File: src/rtl/mix_columns_iter_if.sv
// Handshake bundle for mix_columns_iter: input block with mode, output block, status.
interface mix_columns_iter_if #(
    parameter int unsigned LENGTH = 128
);
    logic [LENGTH-1:0] inpt;
    logic              mode;
    logic              inpt_valid;
    logic              inpt_ready;
    logic [LENGTH-1:0] oupt;
    logic              oupt_valid;
    logic              oupt_ready;
    logic              busy;

    modport master (
        output inpt, mode, inpt_valid, oupt_ready,
        input  inpt_ready, oupt, oupt_valid, busy
    );

    modport slave (
        input  inpt, mode, inpt_valid, oupt_ready,
        output inpt_ready, oupt, oupt_valid, busy
    );
endinterface

File: src/rtl/mix_columns_iter.sv
// Iterative AES MixColumns / InvMixColumns over an LENGTH-bit state,
// transforming COLS_PER_CYCLE columns in place per clock.
module mix_columns_iter #(
    parameter int unsigned BYTE           = 8,
    parameter int unsigned DWORD          = 32,
    parameter int unsigned LENGTH         = 128,
    parameter int unsigned COLS_PER_CYCLE = 1
) (
    input logic               clk,
    input logic               rst,
    mix_columns_iter_if.slave bus
);
    localparam int unsigned NCOL = LENGTH / DWORD;
    localparam int unsigned CW   = $clog2(NCOL) + 1;

    typedef enum logic [1:0] {StIdle, StBusy, StDone} state_e;

    state_e            state_q;
    logic [LENGTH-1:0] st_q;
    logic [LENGTH-1:0] st_d;
    logic [CW-1:0]     cnt_q;
    logic              mode_q;
    logic              ready_q;
    logic              valid_q;
    logic              busy_q;
    logic              last_group;

    function automatic logic [BYTE-1:0] xtime(input logic [BYTE-1:0] b);
        return {b[BYTE-2:0], 1'b0} ^ (b[BYTE-1] ? BYTE'(8'h1b) : '0);
    endfunction

    // Inverse coefficients are composed from x2/x4/x8 so only xtime and XOR appear.
    function automatic logic [DWORD-1:0] mix_col(input logic [DWORD-1:0] w, input logic inv);
        logic [BYTE-1:0]  a  [4];
        logic [BYTE-1:0]  x2 [4];
        logic [BYTE-1:0]  x4 [4];
        logic [BYTE-1:0]  x8 [4];
        logic [BYTE-1:0]  r  [4];
        logic [DWORD-1:0] o;
        o = '0;
        for (int i = 0; i < 4; i++) begin
            a[i]  = w[DWORD-1-i*BYTE -: BYTE];
            x2[i] = xtime(a[i]);
            x4[i] = xtime(x2[i]);
            x8[i] = xtime(x4[i]);
        end
        for (int i = 0; i < 4; i++) begin
            if (inv) begin
                r[i] = (x8[i] ^ x4[i] ^ x2[i])
                     ^ (x8[(i+1)%4] ^ x2[(i+1)%4] ^ a[(i+1)%4])
                     ^ (x8[(i+2)%4] ^ x4[(i+2)%4] ^ a[(i+2)%4])
                     ^ (x8[(i+3)%4] ^ a[(i+3)%4]);
            end else begin
                r[i] = x2[i] ^ (x2[(i+1)%4] ^ a[(i+1)%4]) ^ a[(i+2)%4] ^ a[(i+3)%4];
            end
            o[DWORD-1-i*BYTE -: BYTE] = r[i];
        end
        return o;
    endfunction

    always_comb begin
        int unsigned idx;
        idx  = 0;
        st_d = st_q;
        for (int unsigned g = 0; g < COLS_PER_CYCLE; g++) begin
            idx = 32'(cnt_q) + g;
            if (idx < NCOL) begin
                st_d[idx*DWORD +: DWORD] = mix_col(st_q[idx*DWORD +: DWORD], mode_q);
            end
        end
    end

    assign last_group = (cnt_q == CW'(NCOL - COLS_PER_CYCLE));

    // ready_q starts low so inpt_ready only rises on the first edge after reset release.
    always_ff @(posedge clk or posedge rst) begin
        if (rst) begin
            state_q <= StIdle;
            st_q    <= '0;
            cnt_q   <= '0;
            mode_q  <= 1'b0;
            ready_q <= 1'b0;
            valid_q <= 1'b0;
            busy_q  <= 1'b0;
        end else begin
            case (state_q)
                StIdle: begin
                    ready_q <= 1'b1;
                    if (ready_q && bus.inpt_valid) begin
                        st_q    <= bus.inpt;
                        mode_q  <= bus.mode;
                        cnt_q   <= '0;
                        ready_q <= 1'b0;
                        busy_q  <= 1'b1;
                        state_q <= StBusy;
                    end
                end
                StBusy: begin
                    st_q  <= st_d;
                    cnt_q <= cnt_q + CW'(COLS_PER_CYCLE);
                    if (last_group) begin
                        valid_q <= 1'b1;
                        state_q <= StDone;
                    end
                end
                StDone: begin
                    if (bus.oupt_ready) begin
                        valid_q <= 1'b0;
                        busy_q  <= 1'b0;
                        ready_q <= 1'b1;
                        state_q <= StIdle;
                    end
                end
                default: state_q <= StIdle;
            endcase
        end
    end

    assign bus.inpt_ready = ready_q;
    assign bus.oupt_valid = valid_q;
    assign bus.busy       = busy_q;
    assign bus.oupt       = st_q;
endmodule
File: src/flat_wrapper.sv
// flat-port wrapper written by rule: the top's interface ports become plain ports
module mix_columns_iter_flat 
#(
    parameter int unsigned BYTE           = 8,
    parameter int unsigned DWORD          = 32,
    parameter int unsigned LENGTH         = 128,
    parameter int unsigned COLS_PER_CYCLE = 1
)
  (clk, rst, bus_inpt, bus_mode, bus_inpt_valid, bus_oupt_ready, bus_inpt_ready, bus_oupt, bus_oupt_valid, bus_busy);
  mix_columns_iter_if #(.LENGTH(LENGTH)) bus_i ();
  input logic clk;
  input logic rst;
  input wire logic [$bits(bus_i.inpt)-1:0] bus_inpt;
  input wire logic [$bits(bus_i.mode)-1:0] bus_mode;
  input wire logic [$bits(bus_i.inpt_valid)-1:0] bus_inpt_valid;
  input wire logic [$bits(bus_i.oupt_ready)-1:0] bus_oupt_ready;
  output wire logic [$bits(bus_i.inpt_ready)-1:0] bus_inpt_ready;
  output wire logic [$bits(bus_i.oupt)-1:0] bus_oupt;
  output wire logic [$bits(bus_i.oupt_valid)-1:0] bus_oupt_valid;
  output wire logic [$bits(bus_i.busy)-1:0] bus_busy;
  assign bus_i.inpt = bus_inpt;
  assign bus_i.mode = bus_mode;
  assign bus_i.inpt_valid = bus_inpt_valid;
  assign bus_i.oupt_ready = bus_oupt_ready;
  assign bus_inpt_ready = bus_i.inpt_ready;
  assign bus_oupt = bus_i.oupt;
  assign bus_oupt_valid = bus_i.oupt_valid;
  assign bus_busy = bus_i.busy;
  mix_columns_iter #(.BYTE(BYTE), .DWORD(DWORD), .LENGTH(LENGTH), .COLS_PER_CYCLE(COLS_PER_CYCLE)) u_core (.clk(clk), .rst(rst), .bus(bus_i));
endmodule
File: config.mk
export PLATFORM = sky130hd
export DESIGN_NAME = mix_columns_iter_flat
export DESIGN_NICKNAME = d
export VERILOG_FILES = /design/src/rtl/mix_columns_iter_if.sv /design/src/rtl/mix_columns_iter.sv /design/src/flat_wrapper.sv
export SDC_FILE = /design/constraint.sdc
export NUM_CORES = 1
export LEC_CHECK = 0
export CAP_MARGIN = 20
export CORE_MARGIN = 4
export CORE_UTILIZATION = 31
export CTS_BUF_LIST = sky130_fd_sc_hd__clkbuf_8 sky130_fd_sc_hd__clkbuf_16
export CTS_CLUSTER_DIAMETER = 40
export DETAILED_ROUTE_END_ITERATION = 6
export SETUP_SLACK_MARGIN = 0.5
export SLEW_MARGIN = 10
export SYNTH_ARGS = -nofsm -noshare
export SYNTH_HDL_FRONTEND = slang
export SYNTH_SLANG_ARGS = --single-unit
export TNS_END_PERCENT = 30
File: constraint.sdc
create_clock -name clk -period 5.5 [get_ports clk]
set_input_delay 0.55 -clock clk [delete_from_list [all_inputs] [get_ports clk]]
set_output_delay 0.55 -clock clk [all_outputs]
set_load 0.03 [all_outputs]
==> impl_results.md <==
- PortBufs: 263
- WL met2: 19.8 mm
- Reg-to-reg setup timing slack: 1270 ps
- Top post-synthesis cells by area: dfrtp_1 34%, xnor2_1 13%, mux4_2 7.9%, a22oi_1 4.7%, o21ai_0 4.3%
- Met1 WL: 16.6 mm
- Ports: 264
- 1st-iter DRT viols: 761
- Grt ovf: 0
- Initial Utilization: 31.5%
- Syn. warnings: 0
- Hold Vio Cnt, Final: 0
- Crit path max fanout: 26
- CTS tree: yes
- Minimum clock period: 4230 ps
- WL/cell: 23.9 um
- Die area: 0.0352 mm2
- CP max stage delay: 820 ps
- Setup violations, final: 0
- Worst EP required: 5780 ps
- Worst-Margin Slew: 850 ps
- Setup ws final: 1270 ps
- Drt drc: 0
- Hold_buf cts: 0
- Rel. slew slack: 43.4%
- Clk pin slew, worst setup/hold paths: 70 ps
- Antenna violations before repair: 1
- Diodes inserted: 0
- Cell Chain, Critical Path: mux4_1, xor3_1, xnor3_1, and2_1, nor2_1, mux2i_1, and3_1, nor4_2, a2bb2oi_1, o21ai_0
- Post-DRT Antenna Nets: 0
- Worst flop-to-flop path endpoint: u_core.bus.oupt[61]
- Post-synth top flop: dfrtp_1
- CP Capture Type: flop
- Most frequent cells in the layout: 263 x clkdlybuf4s50_1, 150 x xnor2_1, 134 x dfrtp_1, 112 x nand2_1, 109 x nor2_1
- Synth top area share: 34.3%
- DP Wirelength: 30.8 mm
- Post-CTS setup buffers: 0
- Status: finished clean
- CTS max path bufs: 2
- Avg Cell Area, Syn: 9.59 um2
- Num CTS Buffers: 17
- Reg2Reg Depth: 10
- Via count: 9387
- Synth area leader: dfrtp_1
- Cell Count, Final, Fillers Out: 1683
- Via/cell ratio: 5.58
- Post-Syn Area: 0.0100 mm2
- TNS Setup: 0 ps
- Final nets: 1405
- Routability cong.: 0.907
- CTS HTree Levels: 4
- Worst r2r src: u_core.cnt_q[0]
- Clk root buf: clkbuf_16
- #FFs+latches synth: 137
- Pin count of the biggest net entering global routing: 73
- RSZ-0062 raised after global routing: false
- Die height: 188 um
- Row cnt: 65
- Commonest non-fill, non-tap cell in the layout: clkdlybuf4s50_1
- Fill cell count: 3044
- DR top layer: met5
- Total of max-cap violations: 0
- Fraction of layout cells with a size suffix above 1: 9.84%
- Slew Viols, Final: 0
- Fin Hold WS: 500 ps
- Area grow syn2layout: 36.1%
- Highest Clock Rate: 237 MHz
- Tcrit/Tclk final: 76.9%
- Met3 routed WL: 2.73 mm
- CP startpoint kind: flop
- Clock sinks: 137
- Die width: 188 um
- Tot GR Track Use: 22.2%
- CTS resizes: 0
- Detailed-router iteration count before antenna repair: 5
- Final setup skew: 18.1 ps
- Sequential fraction of the synthesis area: 34.3%
- Vias in the first global route: 9530
- Syn nets: 1180
- Synth Instances: 1043
- First-pass GRT wire length: 61.0 mm
- Worst min path class: in -> async
- Crit path kind: reg -> reg
- Clock Latency Late Sink: 430 ps
- Core area: 0.0317 mm2
- EDFF count, synth: 0
- Crit-path slowest cell: mux4_1
- CP arrival: 4510 ps
- Post-synthesis cell type count: 62
- Total wire length: 40.2 mm
- Cell count after placement: 1651
- Post-synth ARST share: 100%
- Place WS: 1370 ps
[stage by stage]
step           instance area (um2)  utilization, %
2_1_floorplan                10000               -
5_1_grt                      13600            42.9
3_5_place_dp                 13000            41.1
3_3_place_gp                 13000            41.0
6_report                     13600            42.9
4_1_cts                      13600            42.9
[final cells by class]
type,count,area (um2),share of cell area (%)
clock inverter,15,166,1.22
multi-input combinational,815,6210,45.6
inverter,9,38.8,0.285
timing repair buffer,288,2850,20.9
sequential,137,3430,25.2
clock buffer,17,425,3.12
tap,402,503,3.69
[cell usage after synthesis (all sizes together) (15+ instances only)]
cell    number
nor2       116
a21oi       27
xnor2      157
a32oi       21
xor2        48
buf         24
a22oi       62
xnor3       15
a221oi      27
dfrtp      137
nand2      113
mux4        37
clkbuf      58
o21ai       94
[worst max path at each step]
stage | start | to | cells after the start
finish | u_core.cnt_q[0] | u_core.bus.oupt[61] | 10
floorplan | rst | u_core.bus.busy | 1
detailed placement | u_core.cnt_q[0] | u_core.bus.oupt[61] | 10
CTS | u_core.cnt_q[0] | u_core.bus.oupt[61] | 10
global route | u_core.cnt_q[0] | u_core.bus.oupt[61] | 10
global placement | u_core.cnt_q[0] | u_core.bus.oupt[60] | 10
[sequential cells by signal, indices dropped and copies added (netlist names)]
register / cells
u_core.state_q: 2
u_core.bus.oupt_valid: 1
u_core.bus.busy: 1
u_core.mode_q: 1
u_core.bus.inpt_ready: 1
u_core.cnt_q: 3
u_core.bus.oupt: 128
[per-layer routing]
layer	vias up	global-route usage (%)
li1	4194	-
met2	455	36.9
met3	70	3.65
met1	4666	29.9
met4	2	7.03
met5	-	0
[critical path: cells and delay by family (launching register included)]
family | cells | cell delay, ps
AOI/OAI and AO/OA | 2 | 330
xor gates and xnor gates | 2 | 1010
DFF | 1 | 810
muxes | 2 | 940
and+or+nand+nor | 4 | 990
[cells by family (layout without fill, tap and decap cells)]
family,count (synthesis),count (layout),synth area share [%]
AOI/OAI and AO/OA,259,259,17.2
and+or+nand+nor,284,284,12.0
buffers and inverters,91,329,4.19
xor gates and xnor gates,221,221,22.4
adders and majority gates,4,4,0.500
muxes,47,47,9.42
DFF,137,137,34.3
Power is not shown: default switching activity piles up to over one toggle a cycle in this logic, so the estimate is an artifact.
